### config.mk
export PLATFORM = sky130hd
export DESIGN_NAME = mem_arbiter
export DESIGN_NICKNAME = d
export VERILOG_FILES = /design/src/rtl/mem_arbiter.sv
export SDC_FILE = /design/constraint.sdc
export NUM_CORES = 1
export LEC_CHECK = 0
export ABC_AREA = 1
export CAP_MARGIN = 15
export CORE_UTILIZATION = 54
export DETAILED_ROUTE_END_ITERATION = 10
export PLACE_DENSITY_LB_ADDON = 0.1
export REMOVE_ABC_BUFFERS = 1
export SYNTH_ARGS = -nofsm -noshare
export SYNTH_HDL_FRONTEND = slang
export SYNTH_SLANG_ARGS = --single-unit
### constraint.sdc
create_clock -name clk -period 9.9 [get_ports clk]
set_clock_uncertainty 0.05 [all_clocks]
set_input_delay 1.98 -clock clk [delete_from_list [all_inputs] [get_ports clk]]
set_output_delay 1.98 -clock clk [all_outputs]
set_load 0.05 [all_outputs]
### src/rtl/mem_arbiter.sv
`default_nettype none
// ============================================================================
// mem_arbiter : byte-serialising arbiter sharing one RAM port between IF and MEM
// Revision    : 1.0
// ============================================================================
module mem_arbiter #(
    parameter int ADDR_W = 32
) (
    input  logic              clk,
    input  logic              rst,
    input  logic              rdy,
    input  logic              if_req,
    input  logic [ADDR_W-1:0] if_addr,
    output logic [31:0]       if_data,
    output logic              if_done,
    input  logic              mem_req,
    input  logic              mem_we,
    input  logic [1:0]        mem_len,
    input  logic [ADDR_W-1:0] mem_addr,
    input  logic [31:0]       mem_wdata,
    output logic [31:0]       mem_rdata,
    output logic              mem_done,
    input  logic [7:0]        ram_din,
    output logic [7:0]        ram_dout,
    output logic [ADDR_W-1:0] ram_addr,
    output logic              ram_wr,
    output logic              busy
);

    typedef enum logic [2:0] {
        IDLE   = 3'd0,
        IF_RD  = 3'd1,
        MEM_RD = 3'd2,
        MEM_WR = 3'd3,
        DONE   = 3'd4
    } state_t;

    state_t            state_q, state_d;
    logic [ADDR_W-1:0] base_q, base_d;
    logic [1:0]        len_q, len_d;
    logic [31:0]       wdata_q, wdata_d;
    logic [31:0]       buf_q, buf_d;
    logic [31:0]       if_data_q, if_data_d;
    logic [31:0]       mem_rdata_q, mem_rdata_d;
    logic              owner_mem_q, owner_mem_d;
    logic [2:0]        cnt_q, cnt_d;

    logic [2:0]        beats;
    logic [2:0]        idx;
    logic [4:0]        cap_sh;
    logic [31:0]       read_word;
    logic [7:0]        wr_byte;

    always_comb begin
        state_d     = state_q;
        base_d      = base_q;
        len_d       = len_q;
        wdata_d     = wdata_q;
        buf_d       = buf_q;
        if_data_d   = if_data_q;
        mem_rdata_d = mem_rdata_q;
        owner_mem_d = owner_mem_q;
        cnt_d       = cnt_q;
        ram_addr    = '0;
        ram_dout    = 8'h00;
        ram_wr      = 1'b0;
        idx         = 3'd0;

        beats     = (len_q == 2'd0) ? 3'd1 : (len_q == 2'd1) ? 3'd2 : 3'd4;
        // cnt_q counts issued addresses, so the byte arriving now is cnt_q-1
        cap_sh    = {cnt_q[1:0] - 2'd1, 3'b000};
        read_word = buf_q | (32'(ram_din) << cap_sh);
        case (cnt_q[1:0])
            2'd0:    wr_byte = wdata_q[7:0];
            2'd1:    wr_byte = wdata_q[15:8];
            2'd2:    wr_byte = wdata_q[23:16];
            default: wr_byte = wdata_q[31:24];
        endcase

        case (state_q)
            IDLE: begin
                if (rdy && mem_req) begin
                    base_d      = mem_addr;
                    len_d       = mem_len;
                    wdata_d     = mem_wdata;
                    owner_mem_d = 1'b1;
                    cnt_d       = 3'd0;
                    buf_d       = 32'h0;
                    state_d     = mem_we ? MEM_WR : MEM_RD;
                end else if (rdy && if_req) begin
                    base_d      = if_addr;
                    len_d       = 2'd2;
                    owner_mem_d = 1'b0;
                    cnt_d       = 3'd0;
                    buf_d       = 32'h0;
                    state_d     = IF_RD;
                end
            end
            IF_RD, MEM_RD: begin
                // While frozen, re-present the address whose byte is still owed
                if (rdy && cnt_q != beats) begin
                    idx = cnt_q;
                end else if (cnt_q != 3'd0) begin
                    idx = cnt_q - 3'd1;
                end
                ram_addr = base_q + ADDR_W'(idx);
                if (rdy) begin
                    if (state_q == IF_RD && !if_req) begin
                        state_d = IDLE;
                        cnt_d   = 3'd0;
                    end else begin
                        if (cnt_q != 3'd0) begin
                            buf_d = read_word;
                        end
                        if (cnt_q == beats) begin
                            state_d = DONE;
                            cnt_d   = 3'd0;
                            if (state_q == IF_RD) begin
                                if_data_d = read_word;
                            end else begin
                                mem_rdata_d = read_word;
                            end
                        end else begin
                            cnt_d = cnt_q + 3'd1;
                        end
                    end
                end
            end
            MEM_WR: begin
                ram_addr = base_q + ADDR_W'(cnt_q);
                ram_dout = wr_byte;
                ram_wr   = rdy;
                if (rdy) begin
                    if (cnt_q == beats - 3'd1) begin
                        state_d = DONE;
                        cnt_d   = 3'd0;
                    end else begin
                        cnt_d = cnt_q + 3'd1;
                    end
                end
            end
            DONE: begin
                if (rdy) begin
                    state_d = IDLE;
                end
            end
            default: begin
                state_d = IDLE;
            end
        endcase
    end

    always_ff @(posedge clk or posedge rst) begin
        if (rst) begin
            state_q     <= IDLE;
            base_q      <= '0;
            len_q       <= 2'd0;
            wdata_q     <= 32'h0;
            buf_q       <= 32'h0;
            if_data_q   <= 32'h0;
            mem_rdata_q <= 32'h0;
            owner_mem_q <= 1'b0;
            cnt_q       <= 3'd0;
        end else begin
            state_q     <= state_d;
            base_q      <= base_d;
            len_q       <= len_d;
            wdata_q     <= wdata_d;
            buf_q       <= buf_d;
            if_data_q   <= if_data_d;
            mem_rdata_q <= mem_rdata_d;
            owner_mem_q <= owner_mem_d;
            cnt_q       <= cnt_d;
        end
    end

    assign if_data   = if_data_q;
    assign mem_rdata = mem_rdata_q;
    assign if_done   = (state_q == DONE) && !owner_mem_q;
    assign mem_done  = (state_q == DONE) && owner_mem_q;
    assign busy      = (state_q != IDLE);

endmodule
`default_nettype wire

==> reports/qor.txt, run 1 <==
# setup viols final - 0
Sink Count - 169
first-pass GRT wire length - 38500 microns
PwrDens - 331 nW/um^2
CTS root buffer - clkbuf_16
antenna-violating nets left - 0
I/O Buffers - 219
status - complete, no violations
signal arrival time at the worst endpoint - 5.69 ns
largest net degree at the start of global routing - 96
CTS tree - built
vias in the first global route - 7805
share of post-route cells with drive strength above 1 - 0.0714
Synth cell types - 32
Max-Slew Margin vs Limit - 0.320
Die X - 131 microns
Synth Area in Adders - 0.0134
final hold violation count - 0
RSZ-0062 raised after global routing - false
DRC - 0
number of fill cells - 1282
Worst EP required - 7.87 ns
FP Rows - 46
Vias/cell - 5.25
Die Y - 131 microns
max cap viols - 0
drt pass-1 iters - 5
TNS Setup - 0 ns
Synth Area in Compound Gates - 0.142
Initial Util - 0.557
Post-CTS Setup Bufs - 0
CTS H-tree lvls - 4
Final min period - 7.72 ns
slew at the pin closest to its max-slew limit - 1.02 ns
HPWL after DPL - 16400 microns
synthesis-to-layout area growth - 31.5%
post-synthesis xor/xnor area fraction - 0.00881
gp weighted congestion - 0.926
Worst Setup Path Type - reg2out
mux contribution to synthesized area - 0
antenna violations before repair - 2
latest clock arrival within the worst-skew pair - 0.44 ns
Post-Syn Area - 8950 sq um
worst slack, placed - 2.59 ns
period utilization - 0.780
post-synthesis sequential area ratio - 0.473
Post-Synthesis Cells - 1187
maximum VDD drop - 0.201 mV
DR WL/cell - 15.1 microns
Core ar. - 16100 sq um
post-cts resize count - 0
total gr overflow - 0
fin nets - 1496
largest family of logic cells by synthesized area - simple AND/OR/NAND/NOR gates
Clock Tree Buf Depth - 2
Leak Pwr - 5.46 nW
I/O Pins - 220
die area - 17100 sq um
CP max FO - 25
Syn Area/Cell - 7.54 sq um
clock slew at reported path FFs - 0.07 ns
Final Slew Violations - 0
Yosys reg bits - 169
Crit. End Element - primary output
simple-gate share of the synthesized area - 0.278
DR iter-0 viols - 554
Yosys warning count - 0
Hold WC Path Type - reg2reg
vias - 8416
worst setup margin - 2.18 ns
# hold bufs at CTS - 0
Tot GR Track Use - 0.291
Fmax - 129 MHz
DRT Wirelength - 24200 microns
number of diodes - 0
TritonCTS buffer count - 17
crit start category - register
## registers in the layout, summed over array words and instances (netlist names)
register / count
base_q: 32
buf_q: 32
if_data: 32
mem_rdata: 32
wdata_q: 32
cnt_q: 3
state_q: 3
len_q: 2
owner_mem_q: 1
## worst max-delay path: stages, from the launching register on
cell             delay, ns
dfrtp_1               0.89
inv_1                 0.50
ha_1                  0.58
inv_1                 0.61
nand2_1               0.10
o21ai_0               0.32
ha_1                  0.29
nand2_1               0.09
nor2_1                0.04
o21ai_0               0.48
inv_1                 0.15
nand2_1               0.16
o21ai_0               0.09
a21oi_1               0.13
clkdlybuf4s50_1       0.82
## area by class of cell
| type | instances | area, sq um | area share |
|---|---|---|---|
| Timing Repair Buffer | 222 | 2210 | 0.188 |
| Clock buffer | 19 | 453 | 0.0385 |
| Multi-Input combinational cell | 844 | 3970 | 0.337 |
| Inverter | 121 | 459 | 0.0390 |
| Clock inverter | 12 | 179 | 0.0152 |
| Tap cell | 216 | 270 | 0.0230 |
| Sequential cell | 169 | 4230 | 0.359 |
## power by group
group	internal (mW)	switching, mW
Sequential	0.938	0.202
Combinational	0.630	1.41
Clock	0.419	0.298
Total	1.99	1.91
## worst paths after layout
kind,start,cells after the start,end,slack (ns)
max,cnt_q[0],14,ram_addr[11],2.18
min,wdata_q[29],2,wdata_q[29],0.42
max reg2reg,cnt_q[0],8,buf_q[1],6.46
min reg2reg,wdata_q[29],2,wdata_q[29],0.42
max in group asynchronous,rst,3,base_q[11],6.23
min in group asynchronous,rst,2,base_q[5],2.05
## synthesized netlist by cell type, drive strengths merged
master | instances | share of area
ha | 8 | 0.011
o211ai | 1 | 0.00084
inv | 121 | 0.051
buf | 38 | 0.027
fa | 1 | 0.0022
nor2 | 112 | 0.051
nand3 | 26 | 0.016
a22o | 1 | 0.00098
xor2 | 7 | 0.0069
nand3b | 1 | 0.00084
nand2 | 450 | 0.20
a21oi | 18 | 0.010
dfrtp | 169 | 0.47
and2 | 1 | 0.00070
xnor2 | 2 | 0.0020
o21ai | 146 | 0.096
nor3 | 13 | 0.0073
a31oi | 49 | 0.034
nand4 | 8 | 0.0056
clkbuf | 15 | 0.0063
## kinds of logic (layout without fill, tap and decap cells)
group	Yosys count	in the layout
AOI/OAI and AO/OA	215	215
and+or+nand+nor	611	611
buffers and inverters	174	374
adders and majority gates	9	9
xor gates and xnor gates	9	9
DFF	169	169
## layout by cell type (no fill, tap or decap)
master | synthesis | final
a21oi_1 | 18 | 18
a22o_1 | 1 | 1
a31oi_1 | 49 | 49
and2_1 | 1 | 1
buf_4 | 0 | 3
bufinv_16 | 0 | 3
clkbuf_16 | 0 | 17
clkbuf_8 | 0 | 2
clkdlybuf4s50_1 | 0 | 219
clkinv_4 | 0 | 2
dfrtp_1 | 169 | 169
fa_1 | 1 | 1
ha_1 | 8 | 8
inv_1 | 114 | 113
inv_2 | 7 | 7
inv_6 | 0 | 4
inv_8 | 0 | 4
nand2_1 | 434 | 434
nand2_2 | 11 | 11
nand2_4 | 5 | 5
nand3_1 | 24 | 24
nand3_2 | 1 | 1
nand3_4 | 1 | 1
nand3b_1 | 1 | 1
nand4_1 | 8 | 8
nor2_1 | 106 | 106
nor2_2 | 1 | 1
nor2_4 | 5 | 5
nor3_1 | 13 | 13
o211ai_1 | 1 | 1
o21ai_0 | 82 | 82
o21ai_1 | 31 | 31
o21ai_2 | 32 | 32
o21ai_4 | 1 | 1
xnor2_1 | 2 | 2
xor2_1 | 7 | 7
## metal layers
metal	wire, microns	share of wire	GRT usage
met1	11000	0.45	0.397
met2	10900	0.45	0.460
met3	1770	0.073	0.0672
met4	566	0.023	0.0967
met5	12	0.00050	0
## through the flow
step,cells,util,power (mW),cell area (sq um),hold WS (ns)
floorplan,1134,-,2.51,8650,0.387
global placement,1572,0.694,3.15,11100,0.400
detailed placement,1572,0.694,3.17,11100,0.405
CTS,1603,0.733,3.90,11800,0.424
global route,1603,0.733,4.14,11800,0.439
finish,1603,0.733,3.90,11800,0.420
Note: power is estimated with default switching activity, not from simulation.
==> run 2: changes to the inputs <==
- CORE_UTILIZATION: 54 -> 50
- clock period: 9.9 -> 7.5 ns (I/O delays scaled with it)
==> run 2 against run 1 <==
  * Design area is 0.19% lower
  * Sequential power grew 32%
  * Clock power is 20% higher
  * Hold slack improved by 0.0016 ns
  * Utilization fell by 5.8 points
  * Power rose by 29%
==> reports/qor.txt, run 2 (synthesized netlist as in run 1, its figures left out) <==
I/O Buffers - 219
Sink Count - 169
worst hold margin - 0.422 ns
CP max FO - 25
antenna violations before repair - 1
Tot GR Track Use - 0.269
Fmax - 157 MHz
Final Slew Violations - 0
Die X - 136 microns
Worst EP required - 5.95 ns
DR iter-0 viols - 562
I/O Pins - 220
Clock Tree Buf Depth - 2
max cap viols - 0
latest clock arrival within the worst-skew pair - 0.43 ns
vias - 8267
maximum VDD drop - 0.254 mV
commonest non-fill, non-tap cell in the layout - nand2_1
status - complete, no violations
drt pass-1 iters - 5
DR WL/cell - 14.7 microns
vias in the first global route - 7832
Crit. End Element - primary output
sw power - 2.53 mW
Vias/cell - 5.12
total gr overflow - 0
Clk pwr share - 0.170
Reg area - 4230 sq um
Initial Util - 0.514
Max-Slew Margin vs Limit - 0.318
DRT Wirelength - 23700 microns
share of post-route cells with drive strength above 1 - 0.0784
CTS root buffer - clkbuf_16
synthesis-to-layout area growth - 31.3%
final hold violation count - 0
Post-CTS Setup Bufs - 0
Seq pwr share - 0.297
placed cells - 1582
largest net degree at the start of global routing - 118
gp weighted congestion - 0.909
TNS Setup - 0 ns
Internal - 2.51 mW
Worst Setup Path Type - reg2out
RSZ-0062 raised after global routing - false
CTS H-tree lvls - 4
die area - 18400 sq um
fin nets - 1498
DRC - 0
Core ar. - 17400 sq um
# hold bufs at CTS - 0
Hold WC Path Type - reg2reg
Multi-input gate area - 3970 sq um
Leak Pwr - 5.45 nW
PwrDens - 429 nW/um^2
slew at the pin closest to its max-slew limit - 1.02 ns
clock slew at reported path FFs - 0.07 ns
HPWL after DPL - 16300 microns
first-pass GRT wire length - 38700 microns
number of fill cells - 1519
signal arrival time at the worst endpoint - 4.80 ns
Final min period - 6.35 ns
# setup viols final - 0
TritonCTS buffer count - 17
leading cell types in the layout, fill and taps excluded - nand2_1, clkdlybuf4s50_1, dfrtp_1, inv_1, nor2_1
Logic pwr share - 0.533
period utilization - 0.847
crit start category - register
Die Y - 136 microns
switching share of power - 0.502
post-cts resize count - 0
FP Rows - 48
Finished Layout Cells - 1616
CTS tree - built
antenna-violating nets left - 0
run 2: routing by layer:
metal  wire (microns)  vias up  global-route usage
li1                 -     4147                   -
met1            10900     3847               0.367
met4              513        0              0.0911
met5                0        -                   0
met3             1320       33              0.0565
met2            11000      240               0.425
run 2: final timing paths:
path	slack (ns)	end	cells after the start	from
min in group asynchronous	1.31	mem_rdata[23]	2	rst
hold / removal	0.42	wdata_q[7]	2	wdata_q[7]
max in group asynchronous	5.20	base_q[5]	3	rst
setup reg to reg	4.64	buf_q[8]	8	cnt_q[0]
hold reg to reg	0.42	wdata_q[7]	2	wdata_q[7]
setup / recovery	1.15	ram_addr[19]	13	cnt_q[0]
run 2: cell type report:
class	count	area share
antenna	1	0.000213
timing repair buffer	224	0.190
tap	225	0.0240
clock inverter	15	0.0130
inverter	121	0.0391
clock buffer	17	0.0362
multi-input combinational	844	0.338
sequential	169	0.360
run 2: worst max-delay path, cell delays in order, from the launching register on:
cell             delay, ns
dfrtp_1               0.38
inv_1                 0.42
ha_1                  0.48
inv_1                 0.65
nand2_1               0.10
o21ai_0               0.35
ha_1                  0.30
nand2_1               0.10
inv_1                 0.06
a21oi_1               0.35
nor3_1                0.11
xor2_1                0.17
nor2_1                0.10
clkdlybuf4s50_1       0.82
run 2: per-stage QoR:
step	util	total power [mW]	setup WS [ns]	cell area, sq um
floorplan	-	3.32	1.37	8650
global placement	0.640	4.15	1.21	11100
detailed placement	0.640	4.18	1.16	11100
CTS	0.673	5.05	1.09	11700
global route	0.674	5.36	0.694	11700
finish	0.674	5.04	1.15	11700
run 2: power groups by stage:
stage / Clock (mW) / Sequential (mW) / Combinational (mW)
after floorplan: 0 / 1.83 / 1.49
after global placement: 0 / 1.49 / 2.66
after detailed placement: 0 / 1.50 / 2.68
after CTS: 0.867 / 1.49 / 2.69
after global routing: 0.906 / 1.54 / 2.91
final: 0.857 / 1.50 / 2.68
==> run 3: changes to the inputs <==
- clock period: 7.5 -> 6.25 ns (I/O delays scaled with it)
==> run 3 against run 2 <==
  * Clock power grew 18%
  * Global-route usage increased by 0.69 points
  * Combinational power increased by 33%
  * Sequential share of layout area decreased by 0.85 points
  * Highest routed layer unchanged
  * Critical endpoint is now ram_addr[11]
  * Largest power group unchanged
  * Cell count increased by 0.12%
  * Flip-flop and latch count unchanged
  * Largest cell class unchanged
  * Hold slack barely moved
  * Register-to-register slack got worse by 1.2 ns
  * Non-clock buffer count rose by 2
  * Utilization is 1.6 points higher
==> reports/qor.txt, run 3 (synthesized netlist as in run 1, its figures left out) <==
period utilization - 0.925
Seq pwr share - 0.283
maximum VDD drop - 0.293 mV
first-pass GRT wire length - 39800 microns
min-delay src - wdata_q[29]
leading cell types in the layout, fill and taps excluded - nand2_1, clkdlybuf4s50_1, dfrtp_1, inv_1, nor2_1
Crit. End Element - primary output
DRT Wirelength - 24600 microns
vias in the first global route - 7936
slew at the pin closest to its max-slew limit - 1.01 ns
FP Rows - 48
Clock Tree Buf Depth - 2
CTS H-tree lvls - 4
DR WL/cell - 15.2 microns
TritonCTS buffer count - 17
DR iter-0 viols - 615
sw power - 3.10 mW
crit start category - register
share of post-route cells with drive strength above 1 - 0.0963
synthesis-to-layout area growth - 34.4%
final hold violation count - 0
Final Slew Violations - 0
signal arrival time at the worst endpoint - 4.48 ns
TNS Setup - 0 ns
CP peak stage delay - 0.60 ns
worst setup margin - 0.467 ns
Die X - 136 microns
Sink Count - 169
total gr overflow - 0
I/O Buffers - 219
vias - 8402
Die Y - 136 microns
fin nets - 1500
# hold bufs at CTS - 0
Internal - 3.26 mW
DRC - 0
status - complete, no violations
commonest non-fill, non-tap cell in the layout - nand2_1
critical path's slowest cell - inv_1
design area - 12000 sq um
CP max FO - 25
gp weighted congestion - 0.911
Core ar. - 17400 sq um
CTS tree - built
Final min period - 5.78 ns
dpl cell area - 11500 sq um
Min-Delay Endpoint - wdata_q[29]
drt pass-1 iters - 5
worst reg2reg path startpoint - cnt_q[0]
antenna violations before repair - 2
post-cts resize count - 0
antenna-violating nets left - 0
latest clock arrival within the worst-skew pair - 0.43 ns
Hold WC Path Type - reg2reg
Worst Setup Path Type - reg2out
largest net degree at the start of global routing - 66
Clk pwr share - 0.158
Worst EP required - 4.95 ns
worst slack, placed - 0.915 ns
Logic pwr share - 0.559
clock slew at reported path FFs - 0.07 ns
Initial Util - 0.514
R2R setup slack - 3.39 ns
WHS Path Cells - 2
PwrDens - 529 nW/um^2
Post-CTS Setup Bufs - 0
Reg2Reg Depth - 10
Tot GR Track Use - 0.276
HPWL after DPL - 17200 microns
number of fill cells - 1495
CTS root buffer - clkbuf_16
# setup viols final - 0
I/O Pins - 220
crit path cell chain - buf_4 > inv_1 > buf_4 > ha_1 > inv_1 > nand2_1 > o21ai_0 > ha_1 > nand2_1 > nor2_1 > o21ai_0 > inv_1 > nand2_1 > o21ai_0 > a21oi_1 > buf_12
FF-to-FF End - buf_q[13]
Fmax - 173 MHz
Core Util, Final - 0.691
RSZ-0062 raised after global routing - false
max cap viols - 0
Leak Pwr - 5.60 nW
die area - 18400 sq um
Vias/cell - 5.19
Max-Slew Margin vs Limit - 0.327
switching share of power - 0.488
run 3: cell count changes in the layout (fill, tap and decap cells not counted), moves of 2 or more:
cell / before / now
clkdlybuf4s50_1: 212 / 188
clkinv_2: 1 / 4
clkinvlp_4: 2 / 0
buf_4: 11 / 8
clkinv_8: 2 / 0
buf_12: 0 / 30
run 3: power groups by stage:
stage                     clock network (mW)  logic [mW]  registers, mW
after global routing                    1.07        3.83           1.84
after CTS                               1.02        3.57           1.79
final                                   1.01        3.56           1.80
after detailed placement                   0        3.55           1.80
after floorplan                            0        1.79           2.19
after global placement                     0        3.52           1.79
run 3: routing by layer:
layer / global-route usage / up-vias / routed length [microns]
met4: 0.0924 / 0 / 598
li1: - / 4149 / -
met5: 0 / - / 0
met2: 0.433 / 296 / 11200
met1: 0.379 / 3916 / 11200
met3: 0.0572 / 41 / 1570
run 3: how the worst max path moves through the flow:
| stage | startpoint | depth (start not counted) | slack [ns] | endpoint |
|---|---|---|---|---|
| 2_1_floorplan | rst | 1 | 0.37 | base_q[0] |
| 3_3_place_gp | rdy | 17 | 1.0 | ram_addr[16] |
| 3_5_place_dp | cnt_q[0] | 16 | 0.91 | ram_addr[11] |
| 4_1_cts | cnt_q[0] | 16 | 0.42 | ram_addr[11] |
| 5_1_grt | cnt_q[0] | 16 | 0.007 | ram_addr[11] |
| 6_report | cnt_q[0] | 16 | 0.47 | ram_addr[11] |
run 3: layout make-up:
class	count	area (sq um)	share of cell area
repair buffers	226	2540	0.211
clock inverters	13	109	0.00905
inverters	121	459	0.0382
clock buffers	18	439	0.0365
multi-input cells	844	3970	0.330
well taps	225	282	0.0234
diodes	2	5.00	0.000416
flip-flops and latches	169	4230	0.352
run 3: critical path: cells and delay by family (launching register included):
family	cells	cell delay (ns)
compound gates	4	1.07
fa+ha+maj	2	0.79
buf+inv	6	1.49
flops	1	0.32
simple gates	4	0.38
run 3: metrics by stage:
step	power (mW)	instances	hold slack [ns]
floorplan	3.98	1134	0.387
global placement	5.31	1585	0.399
CTS	6.38	1616	0.420
detailed placement	5.36	1585	0.403
global route	6.74	1618	0.441
finish	6.36	1618	0.422
